$ cat src/rtl/smem_pkg.sv
// Shared types and constants for the smem request controller.
// State encodings are plain constants so legacy code can compare against them directly.
package smem_pkg;

  typedef logic [2:0] state_t;

  localparam state_t StIdle   = 3'd0;
  localparam state_t StSetup  = 3'd1;
  localparam state_t StAccess = 3'd2;
  localparam state_t StWait   = 3'd3;
  localparam state_t StResp   = 3'd4;

  localparam int unsigned PerrCntWidth = 8;

  typedef logic [1:0] lat_cnt_t;

  // Read latency of the memory as seen from the strobe edge.
  function automatic lat_cnt_t rd_lat(input bit dout_pipeline);
    return dout_pipeline ? 2'd2 : 2'd1;
  endfunction

endpackage

$ cat src/rtl/smem_ctrl.sv
// Single-outstanding request initiator for the smem block: strobes the memory,
// waits out its pipelining, captures read data with a parity check and holds the response.
module smem_ctrl
  import smem_pkg::*;
#(
  parameter int unsigned MEM_WIDTH     = 16,
  parameter int unsigned ADDR_SIZE     = 10,
  parameter string       ADDR_PIPELINE = "FALSE",
  parameter string       DOUT_PIPELINE = "TRUE",
  parameter bit          PARITY_ENABLE = 1'b1
) (
  input  logic                    clk,
  input  logic                    rst,
  // request channel
  input  logic                    req_valid,
  output logic                    req_ready,
  input  logic                    req_write,
  input  logic [ADDR_SIZE-1:0]    req_addr,
  input  logic [MEM_WIDTH-1:0]    req_wdata,
  // response channel
  output logic                    rsp_valid,
  input  logic                    rsp_ready,
  output logic [MEM_WIDTH-1:0]    rsp_rdata,
  output logic                    rsp_perr,
  output logic [PerrCntWidth-1:0] perr_cnt,
  // memory pins
  output logic [MEM_WIDTH-1:0]    mem_din,
  output logic [ADDR_SIZE-1:0]    mem_addr,
  output logic                    mem_wr_en,
  output logic                    mem_rd_en,
  output logic                    mem_blk_select,
  output logic                    mem_addr_en,
  output logic                    mem_dout_en,
  input  logic [MEM_WIDTH-1:0]    mem_dout,
  input  logic                    mem_parity_out
);

  localparam bit       AddrPipe = (ADDR_PIPELINE == "TRUE");
  localparam bit       DoutPipe = (DOUT_PIPELINE == "TRUE");
  localparam lat_cnt_t RdLat    = rd_lat(DoutPipe);

  state_t                  state_q, state_d;
  lat_cnt_t                cnt_q, cnt_d;
  logic                    wr_q;
  logic [ADDR_SIZE-1:0]    addr_q;
  logic [MEM_WIDTH-1:0]    wdata_q;
  logic [MEM_WIDTH-1:0]    rdata_q;
  logic                    perr_q;
  logic [PerrCntWidth-1:0] perr_cnt_q;

  logic accept;
  logic capture;
  logic busy;
  logic perr_now;

  assign accept  = (state_q == StIdle) && req_valid;
  assign capture = (state_q == StWait) && (cnt_q == '0);
  assign busy    = (state_q == StSetup) || (state_q == StAccess) || (state_q == StWait);

  // The memory drives parity_out as the inverse of dout[0].
  assign perr_now = PARITY_ENABLE && (mem_parity_out != ~mem_dout[0]);

  always_comb begin
    state_d = state_q;
    cnt_d   = cnt_q;
    case (state_q)
      StIdle: begin
        if (req_valid) begin
          state_d = AddrPipe ? StSetup : StAccess;
        end
      end
      StSetup: begin
        state_d = StAccess;
      end
      StAccess: begin
        if (wr_q) begin
          state_d = StIdle;
        end else begin
          state_d = StWait;
          cnt_d   = RdLat - 2'd1;
        end
      end
      StWait: begin
        if (cnt_q == '0) begin
          state_d = StResp;
        end else begin
          cnt_d = cnt_q - 2'd1;
        end
      end
      StResp: begin
        if (rsp_ready) begin
          state_d = StIdle;
        end
      end
      default: begin
        state_d = StIdle;
        cnt_d   = '0;
      end
    endcase
  end

  always_ff @(posedge clk) begin
    if (rst) begin
      state_q    <= StIdle;
      cnt_q      <= '0;
      wr_q       <= 1'b0;
      addr_q     <= '0;
      wdata_q    <= '0;
      rdata_q    <= '0;
      perr_q     <= 1'b0;
      perr_cnt_q <= '0;
    end else begin
      state_q <= state_d;
      cnt_q   <= cnt_d;
      if (accept) begin
        wr_q    <= req_write;
        addr_q  <= req_addr;
        wdata_q <= req_wdata;
      end
      if (capture) begin
        rdata_q <= mem_dout;
        perr_q  <= perr_now;
        if (perr_now && (perr_cnt_q != '1)) begin
          perr_cnt_q <= perr_cnt_q + PerrCntWidth'(1);
        end
      end
    end
  end

  always_comb begin
    req_ready      = (state_q == StIdle);
    rsp_valid      = (state_q == StResp);
    rsp_rdata      = rdata_q;
    rsp_perr       = perr_q;
    perr_cnt       = perr_cnt_q;
    mem_blk_select = busy;
    mem_addr       = busy ? addr_q : '0;
    mem_din        = busy ? wdata_q : '0;
    mem_wr_en      = (state_q == StAccess) && wr_q;
    mem_rd_en      = (state_q == StAccess) && !wr_q;
    mem_addr_en    = 1'b1;
    mem_dout_en    = 1'b1;
  end

endmodule

$ cat config.mk
export PLATFORM = sky130hd
export DESIGN_NAME = smem_ctrl
export DESIGN_NICKNAME = d
export VERILOG_FILES = /design/src/rtl/smem_pkg.sv /design/src/rtl/smem_ctrl.sv
export SDC_FILE = /design/constraint.sdc
export NUM_CORES = 1
export LEC_CHECK = 0
export ABC_AREA = 0
export CAP_MARGIN = 25
export CORE_ASPECT_RATIO = 0.75
export CORE_MARGIN = 8
export CORE_UTILIZATION = 45
export DETAILED_ROUTE_END_ITERATION = 10
export PLACE_DENSITY = 0.94
export SLEW_MARGIN = 20
export SYNTH_ARGS = -nofsm -noshare
export SYNTH_HDL_FRONTEND = slang
export SYNTH_SLANG_ARGS = --single-unit
$ cat constraint.sdc
create_clock -name clk -period 6.1 [get_ports clk]
set_clock_uncertainty 0.2 [all_clocks]
set_input_delay 0.915 -clock clk [delete_from_list [all_inputs] [get_ports clk]]
set_output_delay 0.915 -clock clk [all_outputs]
set_load 0.02 [all_outputs]
==> results of run 1 <==
==> cell type report <==
cell class | instances | area [um^2] | share of cell area [%]
clock buffers | 11 | 151 | 4.11
clock inverters | 5 | 77.6 | 2.11
inverters | 5 | 18.8 | 0.510
multi-input cells | 225 | 1140 | 30.9
flip-flops and latches | 57 | 1140 | 31.0
well taps | 75 | 93.8 | 2.55
repair buffers | 105 | 1060 | 28.8
==> logic make-up (layout without fill, tap and decap cells) <==
| kind of cell | count (synthesis) | after routing | synth area share, % |
|---|---|---|---|
| other cells | 1 | 2 | 0.157 |
| buf+inv | 26 | 126 | 5.01 |
| compound gates | 61 | 61 | 14.0 |
| simple gates | 155 | 155 | 29.8 |
| mux | 3 | 3 | 1.31 |
| fa+ha+maj | 2 | 2 | 1.04 |
| xor+xnor | 2 | 2 | 1.04 |
| flops | 57 | 57 | 47.6 |
==> flip-flops by register name (all words and copies together), names as in the netlist <==
register   cells
addr_q        10
cnt_q          2
perr_cnt       8
rsp_perr       1
rsp_rdata     16
state_q        3
wdata_q       16
wr_q           1
==> final timing paths <==
check / slack (ns) / end
hold reg to reg: 0.25 / wdata_q[4]
setup reg to reg: 3.39 / perr_cnt[5]
hold / removal: 0.25 / wdata_q[4]
setup / recovery: 2.89 / mem_din[5]
==> stage by stage <==
step	hold slack, ns	util [%]	area (um^2)	instances
2_1_floorplan	0.232	-	2400	308
3_3_place_gp	0.237	65.4	3430	466
3_5_place_dp	0.242	65.4	3430	466
4_1_cts	0.251	69.8	3650	482
5_1_grt	0.267	70.3	3680	483
6_report	0.250	70.3	3680	483
==> power by group through the flow <==
| stage | logic [W] | clock network (W) | registers, W |
|---|---|---|---|
| global route | 0.000168 | 0.000426 | 0.000404 |
| CTS | 0.000153 | 0.000407 | 0.000402 |
| finish | 0.000154 | 0.000396 | 0.000402 |
| floorplan | 0.0000813 | 0 | 0.000409 |
| detailed placement | 0.000152 | 0 | 0.000410 |
| global placement | 0.000149 | 0 | 0.000409 |
==> worst min-delay path, delay by kind of cell (launching register included) <==
family	cells	cell delay, ns
compound gates	1	0.05
simple gates	1	0.05
flops	1	0.31
==> per-layer routing <==
metal  track usage, %  share of wire, %  up-vias
met5                0                 0        -
met4             5.56               1.5        0
met3             5.68               5.8        9
met2             30.0                50       55
met1             18.9                42     1094
li1                 -                 -     1202
==> placed cells by master, fill, tap and decap left out, types with 2 or more instances in the layout <==
cell type,count
sky130_fd_sc_hd__nor3_1,6
sky130_fd_sc_hd__dfxtp_1,57
sky130_fd_sc_hd__nand3_1,4
sky130_fd_sc_hd__and2_1,28
sky130_fd_sc_hd__a2111oi_0,2
sky130_fd_sc_hd__inv_1,5
sky130_fd_sc_hd__clkdlybuf4s50_1,102
sky130_fd_sc_hd__nand2_1,94
sky130_fd_sc_hd__conb_1,2
sky130_fd_sc_hd__bufinv_16,2
sky130_fd_sc_hd__nand2b_1,3
sky130_fd_sc_hd__a21oi_1,49
sky130_fd_sc_hd__mux2i_1,2
sky130_fd_sc_hd__clkbuf_8,11
sky130_fd_sc_hd__nor2_1,9
sky130_fd_sc_hd__clkinv_2,2
sky130_fd_sc_hd__o21ai_0,3
sky130_fd_sc_hd__ha_1,2
sky130_fd_sc_hd__or4_1,2
sky130_fd_sc_hd__nor2b_1,2
==> implementation parameters, run 1 <==
Parameter                              Value

Synthesis
  Area leader, netlist    sky130_fd_sc_hd__dfxtp_1
  Proportion of synthesized flip-flops having asynchronous set or reset    0%
  Portion of synthesized cell area occupied by the leading cell type    47.6%
  Leading register cell type out of synthesis    sky130_fd_sc_hd__dfxtp_1
  Seq cells post-synth    57
  Number of synthesized flops with an enable pin    0
  Netlist area before placement    2400 um^2
  Sequential element share of the synthesized area    47.6%
  List of most frequent post-synthesis cells    sky130_fd_sc_hd__nand2_1, sky130_fd_sc_hd__dfxtp_1, sky130_fd_sc_hd__a21oi_1
  Avg Cell Area, Syn    7.80 um^2
  Unique cell type count in the Yosys netlist    37
  Most frequent cell after synthesis    sky130_fd_sc_hd__nand2_1
  Number of warnings printed during yosys synthesis    0
  Cell count after synthesis    307
  Area contributors post-synth    sky130_fd_sc_hd__dfxtp_1, sky130_fd_sc_hd__nand2_1, sky130_fd_sc_hd__a21oi_1

GRT
  Global routing usage summed across all routing layers    17.0%
  Total congestion overflow    0
  Number of antenna violations at the first check in global routing    0
  Via count of the first global-routing pass    2319
  Pin count of the biggest net entering global routing    59
  Wire length of the first global-routing pass    11.0 mm

Route
  Iteration-0 DRC Markers    80
  Wirelength, routed    6.80 mm
  Antenna Nets Post-Route    0
  Vias/cell    4.89
  Remaining routing DRC violations    0
  Routed length per instance    14.1 um
  Initial DRT Pass Iterations    4
  Via Count    2360

Power
  Leakage power    1.34 nW
  Sum of internal, switching and leakage power    0.000952 W
  Power density over cell area    259 nW/um^2
  Design internal power    0.000715 W
  Net switching fraction of the power    24.9%
  Peak supply drop    0.160 mV
  Net switching power    0.000237 W
  Clock share of power    41.6%
  Power share of the combinational group    16.1%
  Reg power frac    42.2%

Setup path
  Most frequent cell on the critical path    sky130_fd_sc_hd__nor2_1
  Data required, critical path    4.98 ns
  Worst path max stage delay    0.61 ns
  Arrival time of data at the critical path endpoint    2.09 ns
  Number of buffer and inverter instances along the worst setup path    2
  Endpoint kind of the worst setup timing path    output port
  Critical-path cell list    nor2_1 -> nor2_1 -> buf_4 -> and2_1 -> clkdlybuf4s50_1
  Logic depth of the worst path, buffers included    5
  Logic depth of the worst register-to-register path    6
  Reg-to-Reg Start    cnt_q[0]
  Critical path fanouts, max    27
  Timing startpoint of the critical path    state_q[1]
  Top Family by Delay on Critical Path    buffers and inverters
  Class of the most critical setup path    flop to output port
  Startpoint type of the worst setup path    flop
  Cell type of the slowest stage on the worst timing path    sky130_fd_sc_hd__clkdlybuf4s50_1

Die
  Number of standard-cell rows in the floorplan    23
  Die outline area    7940 um^2
  Initial Utilization    45.7%
  Horizontal die dimension    100 um
  Top Ports    106
  Die height    79.2 um
  Core footprint    5240 um^2

Worst hold path
  Hold Crit Start    wdata_q[4]
  HP Class    flop to flop
  Min-Delay Path Depth    2

Clocking
  CTS clk-pin slew, worst paths    0.07 ns
  Clock tree sinks    57
  Number of buffers created by CTS    9
  Buffers from clock root to sink, at most    2
  Root buffer cell    sky130_fd_sc_hd__clkbuf_8
  Number of setup buffers added after CTS    0
  Number of gates resized after CTS    0
  Worst-Skew Late Latency    0.32 ns
  Number of H-tree branching levels    3
  CTS hold repair buffers    0
  TritonCTS clock tree    done

Timing
  Number of max-slew violations in the final report    0
  Minimum setup slack in the final design    2.89 ns
  RSZ-0062 raised after global routing    false
  Final worst path period need    3.21 ns
  Final Cycle Share    52.6%
  Actual slew at the worst max-slew pin    0.943 ns
  Highest attainable clock frequency    312 MHz
  Setup violators final    0
  Number of hold violations in the final report    0
  Worst rel slew slack    37.1%
  Final total negative setup slack    0 ns

Layout
  Share of cells above drive strength 1    5.64%
  Diodes inserted    0
  Fill cell count    445
  Synthesis-to-finish area growth    53.7%
  Nets    453

Flow run
  Max-cap check violation count    0

Placement
  Input/output buffers    103
  HPWL reported at the end of detailed placement    4.88 mm
  Worst setup slack after placement    3.13 ns
  RD Place Congestion    0.842

Run status
  Status    finished, final reports clean
No activity file was read; power rests on OpenSTA's default activity.
==> run 2: changes to the inputs <==
--- a/config.mk
+++ b/config.mk
@@ -9,9 +9,9 @@
 export CAP_MARGIN = 25
 export CORE_ASPECT_RATIO = 0.75
 export CORE_MARGIN = 8
-export CORE_UTILIZATION = 45
+export CORE_UTILIZATION = 42
 export DETAILED_ROUTE_END_ITERATION = 10
-export PLACE_DENSITY = 0.94
+export PLACE_DENSITY = 0.89
 export SLEW_MARGIN = 20
 export SYNTH_ARGS = -nofsm -noshare
 export SYNTH_HDL_FRONTEND = slang
==> constraint.sdc (replaced) <==
create_clock -name clk -period 3.3 [get_ports clk]
set_clock_uncertainty 0.2 [all_clocks]
set_input_delay 0.495 -clock clk [delete_from_list [all_inputs] [get_ports clk]]
set_output_delay 0.495 -clock clk [all_outputs]
set_load 0.02 [all_outputs]
==> run 2 against run 1 <==
  * Register-to-register slack got worse by 2.4 ns
  * Combinational power rose by 84%
  * Critical path depth did not move
  * Highest routed layer unchanged
==> implementation parameters, run 2 (same netlist as run 1, synthesis figures left out) <==
Parameter                              Value

Run status
  Status    finished, final reports clean

Layout
  Cell area after layout    3630 um^2 (-1.5%)
  Synthesis-to-finish area growth    51.4%
  Commonest non-fill, non-tap cell in the layout    sky130_fd_sc_hd__clkdlybuf4s50_1
  Diodes inserted    0 (unchanged)
  Nets    455 (+0.44%)
  Fill cell count    490 (+10%)
  Commonest non-fill, non-tap cells in the layout    sky130_fd_sc_hd__clkdlybuf4s50_1, sky130_fd_sc_hd__nand2_1, sky130_fd_sc_hd__dfxtp_1, sky130_fd_sc_hd__a21oi_1, sky130_fd_sc_hd__and2_1
  Share of cells above drive strength 1    5.87% (+0.23 points)

Placement
  Placed cell areas    3450 um^2 (+0.66%)
  RD Place Congestion    0.770 (-8.6%)
  Input/output buffers    103 (unchanged)
  Worst setup slack after placement    0.763 ns (-2.37 ns)
  HPWL reported at the end of detailed placement    5.07 mm (+3.9%)

Worst hold path
  Hold Crit Start    addr_q[0]
  WHS Endpoint    addr_q[0]
  Min-Delay Path Depth    2 (unchanged)
  HP Class    flop to flop

Setup path
  Worst flop-to-flop path endpoint    perr_cnt[5]
  Worst path max stage delay    0.65 ns (+0.04 ns)
  Endpoint kind of the worst setup timing path    output port
  Number of buffer and inverter instances along the worst setup path    2 (unchanged)
  Reg-to-Reg Start    cnt_q[0]
  Top Family by Delay on Critical Path    buffers and inverters
  Logic depth of the worst register-to-register path    7 (+1)
  Startpoint type of the worst setup path    flop
  Cell type of the slowest stage on the worst timing path    sky130_fd_sc_hd__clkdlybuf4s50_1
  Most frequent cell on the critical path    sky130_fd_sc_hd__nor2_1
  Critical path fanouts, max    27 (unchanged)
  Critical-path cell list    nor2_1 -> nor2_1 -> buf_4 -> and2_1 -> clkdlybuf4s50_1
  Reg2reg setup slack    1.02 ns (-2.37 ns)
  Arrival time of data at the critical path endpoint    2.16 ns (+0.07 ns)
  Data required, critical path    2.60 ns (-2.38 ns)
  Class of the most critical setup path    flop to output port

Die
  Die outline area    8400 um^2 (+5.8%)
  Core footprint    5410 um^2 (+3.3%)
  Die height    81.4 um (+2.8%)
  Number of standard-cell rows in the floorplan    23 (unchanged)
  Top Ports    106 (unchanged)
  Horizontal die dimension    103 um (+3.0%)
  Initial Utilization    44.3% (-1.5 points)

Timing
  Final Cycle Share    86.6%
  Final total negative setup slack    0 ns (unchanged)
  Number of hold violations in the final report    0 (unchanged)
  Highest attainable clock frequency    350 MHz
  Number of max-slew violations in the final report    0 (unchanged)
  Setup violators final    0 (unchanged)
  Minimum setup slack in the final design    0.441 ns (-2.45 ns)
  Final worst path period need    2.86 ns
  Fin Hold WS    0.249 ns (-0.000633 ns)
  RSZ-0062 raised after global routing    false
  Actual slew at the worst max-slew pin    0.900 ns (-0.0433 ns)
  Worst rel slew slack    39.9% (+2.7 points)

Route
  Remaining routing DRC violations    0 (unchanged)
  Antenna Nets Post-Route    0 (unchanged)
  Vias/cell    4.90 (+0.22%)
  Wirelength, routed    7.12 mm (+4.7%)
  Initial DRT Pass Iterations    4 (unchanged)
  Via Count    2370 (+0.42%)
  Routed length per instance    14.7 um (+4.4%)
  Iteration-0 DRC Markers    94 (+18%)

Clocking
  TritonCTS clock tree    done
  Root buffer cell    sky130_fd_sc_hd__clkbuf_8
  Number of H-tree branching levels    3 (unchanged)
  CTS hold repair buffers    0 (unchanged)
  Buffers from clock root to sink, at most    2 (unchanged)
  CTS clk-pin slew, worst paths    0.06 ns (about the same)
  Worst-Skew Late Latency    0.33 ns (about the same)
  Clock tree sinks    57 (unchanged)
  Number of buffers created by CTS    9 (unchanged)
  Number of gates resized after CTS    0 (unchanged)
  Number of setup buffers added after CTS    0 (unchanged)

Power
  Sum of internal, switching and leakage power    0.00161 W (+69%)
  Power density over cell area    445 nW/um^2 (+72%)
  Leakage power    1.32 nW (-1.1%)
  Net switching power    0.000430 W (+82%)
  Net switching fraction of the power    26.7% (+1.8 points)
  Power share of the combinational group    17.6% (+1.5 points)
  Design internal power    0.00118 W (+65%)
  Clock share of power    36.3% (-5.3 points)
  Peak supply drop    0.235 mV (+47%)
  Reg power frac    46.1% (+3.9 points)

GRT
  Via count of the first global-routing pass    2310 (-0.39%)
  Wire length of the first global-routing pass    11.3 mm (+2.5%)
  Pin count of the biggest net entering global routing    32 (-46%)
  Total congestion overflow    0 (unchanged)
  Global routing usage summed across all routing layers    17.6% (+0.56 points)
  Number of antenna violations at the first check in global routing    0 (unchanged)

Flow run
  Max-cap check violation count    0 (unchanged)
==> run 2: routing by layer <==
| metal | track usage (%) | vias to the layer above | share of wire [%] |
|---|---|---|---|
| met4 | 5.76 | 0 | 1.2 |
| met2 | 28.7 | 78 | 48 |
| met3 | 9.54 | 6 | 8.9 |
| met1 | 19.2 | 1084 | 42 |
| li1 | - | 1202 | - |
| met5 | 0 | - | 0 |
==> run 2: worst register-to-register path: cells and delay by family (launching register included) <==
family                     cells  cell delay (ns)
and+or+nand+nor                3             0.77
muxes                          1             0.36
buffers and inverters          2             0.31
adders and majority gates      1             0.20
DFF                            1             0.33
==> run 2: through the flow <==
stage	std cells	util, %
finish	484	67.1
CTS	484	67.1
global route	484	67.1
global placement	469	63.7
floorplan	308	-
detailed placement	469	63.7
==> run 2: area by class of cell <==
| class | count | area, um^2 | area share, % |
|---|---|---|---|
| Sequential cell | 57 | 1140 | 31.4 |
| Tap cell | 75 | 93.8 | 2.59 |
| Multi-Input combinational cell | 225 | 1140 | 31.4 |
| Clock inverter | 3 | 15.0 | 0.414 |
| Clock buffer | 12 | 165 | 4.55 |
| Inverter | 5 | 18.8 | 0.517 |
| Timing Repair Buffer | 107 | 1060 | 29.1 |
==> run 2: power groups by stage <==
| stage | Clock (W) | Sequential [W] | Combinational [W] |
|---|---|---|---|
| finish | 0.000585 | 0.000744 | 0.000284 |
| global route | 0.000639 | 0.000749 | 0.000311 |
| CTS | 0.000606 | 0.000744 | 0.000287 |
| detailed placement | 0 | 0.000759 | 0.000285 |
| global placement | 0 | 0.000756 | 0.000281 |
| floorplan | 0 | 0.000756 | 0.000150 |
==> run 2: how the worst max path moves through the flow <==
stage | to | slack, ns | startpoint | cells after the start
6_report | mem_din[5] | 0.44 | state_q[1] | 5
4_1_cts | mem_din[5] | 0.43 | state_q[1] | 5
3_5_place_dp | perr_cnt[5] | 0.76 | mem_dout[0] | 5
3_3_place_gp | perr_cnt[5] | 0.82 | mem_dout[0] | 5
2_1_floorplan | mem_din[10] | 1.22 | state_q[1] | 5
5_1_grt | mem_din[5] | 0.31 | state_q[1] | 5
==> run 3: changes to the inputs <==
--- a/config.mk
+++ b/config.mk
@@ -8,9 +8,11 @@
 export ABC_AREA = 0
 export CAP_MARGIN = 25
 export CORE_ASPECT_RATIO = 0.75
-export CORE_MARGIN = 8
+export CORE_MARGIN = 2
 export CORE_UTILIZATION = 42
+export CTS_BUF_LIST = sky130_fd_sc_hd__clkbuf_16
 export DETAILED_ROUTE_END_ITERATION = 10
+export HOLD_SLACK_MARGIN = 0.05
 export PLACE_DENSITY = 0.89
 export SLEW_MARGIN = 20
 export SYNTH_ARGS = -nofsm -noshare
==> run 3 against run 2 <==
  * Sequential share of layout area decreased by 1.3 points
  * Total power is 23% higher
  * Non-clock buffer count did not move
  * Highest routed layer unchanged
  * Core utilization rose by 2.8 points
  * Critical path depth unchanged
  * Fmax up 1.8%
  * Final area is 4.2% higher
  * Combinational power is essentially flat
==> implementation parameters, run 3 (same netlist as run 1, synthesis figures left out) <==
Parameter                              Value

Run status
  Status    finished, final reports clean

Route
  Antenna Nets Post-Route    0 (unchanged)
  Via Count    2370 (unchanged)
  Remaining routing DRC violations    0 (unchanged)
  Iteration-0 DRC Markers    77 (-18%)
  Initial DRT Pass Iterations    4 (unchanged)
  Vias/cell    4.89 (-0.21%)
  Routed length per instance    12.8 um (-13%)
  Wirelength, routed    6.22 mm (-13%)

Timing
  Highest attainable clock frequency    356 MHz (+1.8%)
  RSZ-0062 raised after global routing    false
  Final total negative setup slack    0 ns (unchanged)
  Number of max-slew violations in the final report    0 (unchanged)
  Final worst path period need    2.81 ns (-0.0511 ns)
  Actual slew at the worst max-slew pin    0.878 ns (-0.0217 ns)
  Worst rel slew slack    41.3% (+1.4 points)
  Setup violators final    0 (unchanged)
  Final Cycle Share    85.1% (-1.5 points)
  Number of hold violations in the final report    0 (unchanged)

Clocking
  Root buffer cell    sky130_fd_sc_hd__clkbuf_16
  Number of gates resized after CTS    0 (unchanged)
  Number of setup buffers added after CTS    0 (unchanged)
  TritonCTS clock tree    done
  Buffers from clock root to sink, at most    2 (unchanged)
  Clock tree sinks    57 (unchanged)
  CTS clk-pin slew, worst paths    0.05 ns (about the same)
  Worst-Skew Late Latency    0.31 ns (-0.02 ns)
  Number of H-tree branching levels    3 (unchanged)
  Number of buffers created by CTS    9 (unchanged)
  CTS hold repair buffers    0 (unchanged)

Power
  Clock share of power    47.9% (+12 points)
  Peak supply drop    0.352 mV (+50%)
  Reg power frac    37.7% (-8.4 points)
  Design internal power    0.00151 W (+28%)
  Power density over cell area    523 nW/um^2 (+18%)
  Net switching fraction of the power    23.5% (-3.2 points)
  Power share of the combinational group    14.4% (-3.2 points)
  Leakage power    1.39 nW (+5.0%)
  Net switching power    0.000464 W (+7.9%)
  Sum of internal, switching and leakage power    0.00198 W (+23%)

Placement
  RD Place Congestion    0.854 (+11%)
  HPWL reported at the end of detailed placement    4.29 mm (-15%)
  Cell count after placement    468 (-0.21%)
  Input/output buffers    103 (unchanged)
  Placed cell areas    3440 um^2 (-0.22%)

Layout
  Share of cells above drive strength 1    5.85% (-0.014 points)
  Fill cell count    449 (-8.4%)
  Commonest non-fill, non-tap cells in the layout    sky130_fd_sc_hd__clkdlybuf4s50_1, sky130_fd_sc_hd__nand2_1, sky130_fd_sc_hd__dfxtp_1, sky130_fd_sc_hd__a21oi_1, sky130_fd_sc_hd__and2_1
  Synthesis-to-finish area growth    57.8%
  Commonest non-fill, non-tap cell in the layout    sky130_fd_sc_hd__clkdlybuf4s50_1
  Cell area after layout    3780 um^2 (+4.2%)
  Nets    455 (unchanged)
  Diodes inserted    0 (unchanged)
  Non-filler cells, final    485 (+0.21%)
  Final core utilization    69.9% (+2.8 points)

Setup path
  Most frequent cell on the critical path    sky130_fd_sc_hd__nor2_1
  Class of the most critical setup path    flop to output port
  Worst path max stage delay    0.62 ns (-0.03 ns)
  Critical-path cell list    nor2_1 -> nor2_1 -> buf_4 -> and2_1 -> clkdlybuf4s50_1
  Data required, critical path    2.60 ns (about the same)
  Top Family by Delay on Critical Path    buffers and inverters
  Startpoint type of the worst setup path    flop
  Cell type of the slowest stage on the worst timing path    sky130_fd_sc_hd__clkdlybuf4s50_1
  Number of buffer and inverter instances along the worst setup path    2 (unchanged)
  Endpoint kind of the worst setup timing path    output port
  Arrival time of data at the critical path endpoint    2.11 ns (-0.05 ns)
  Critical path fanouts, max    27 (unchanged)

Die
  Die height    69.4 um (-15%)
  Top Ports    106 (unchanged)
  Core footprint    5410 um^2 (unchanged)
  Die outline area    6330 um^2 (-25%)
  Number of standard-cell rows in the floorplan    23 (unchanged)
  Horizontal die dimension    91.2 um (-12%)
  Initial Utilization    44.3% (unchanged)

GRT
  Wire length of the first global-routing pass    10.3 mm (-9.1%)
  Via count of the first global-routing pass    2197 (-4.9%)
  Total congestion overflow    0 (unchanged)
  Number of antenna violations at the first check in global routing    0 (unchanged)
  Pin count of the biggest net entering global routing    59 (+84%)
  Global routing usage summed across all routing layers    19.9% (+2.3 points)

Worst hold path
  HP Class    flop to flop

Flow run
  Max-cap check violation count    0 (unchanged)
==> run 3: layout make-up <==
type	instances	area [um^2]	share of cell area [%]
flip-flops and latches	57	1140	30.2
well taps	75	93.8	2.48
repair buffers	107	1080	28.5
inverters	5	18.8	0.497
clock buffers	9	225	5.96
multi-input cells	225	1140	30.1
clock inverters	7	86.3	2.28
==> run 3: power by group through the flow <==
stage                     Combinational, W  Sequential [W]  Clock [W]
after floorplan                   0.000150        0.000756          0
after global placement            0.000277        0.000756          0
after detailed placement          0.000283        0.000758          0
after CTS                         0.000283        0.000745   0.000967
after global routing              0.000312        0.000749   0.000999
final                             0.000285        0.000745   0.000948
==> run 3: worst min-delay path, cell delays in order (launching register included) <==
cell and delay [ns]:
sky130_fd_sc_hd__dfxtp_1 0.30, sky130_fd_sc_hd__nand2_1 0.05, sky130_fd_sc_hd__a21oi_1 0.05
==> run 3: worst paths after layout <==
kind              start          end  slack (ns)  depth (start not counted)
max          state_q[1]   mem_din[1]        0.49                          5
min           addr_q[8]    addr_q[8]        0.25                          2
max reg2reg    cnt_q[0]  perr_cnt[5]        0.94                          7
min reg2reg   addr_q[8]    addr_q[8]        0.25                          2
==> run 3: layer usage <==
layer,GRT usage (%),vias up,routed length [um]
met4,4.88,0,24
met3,6.41,4,387
met1,25.1,1090,2760
li1,-,1204,-
met5,0,-,0
met2,33.2,72,3040
==> run 3: metrics by stage <==
step	worst slack, ns	hold WS, ns
4_1_cts	0.485	0.251
3_3_place_gp	0.830	0.237
3_5_place_dp	0.772	0.244
5_1_grt	0.354	0.263
6_report	0.492	0.250
2_1_floorplan	1.22	0.232
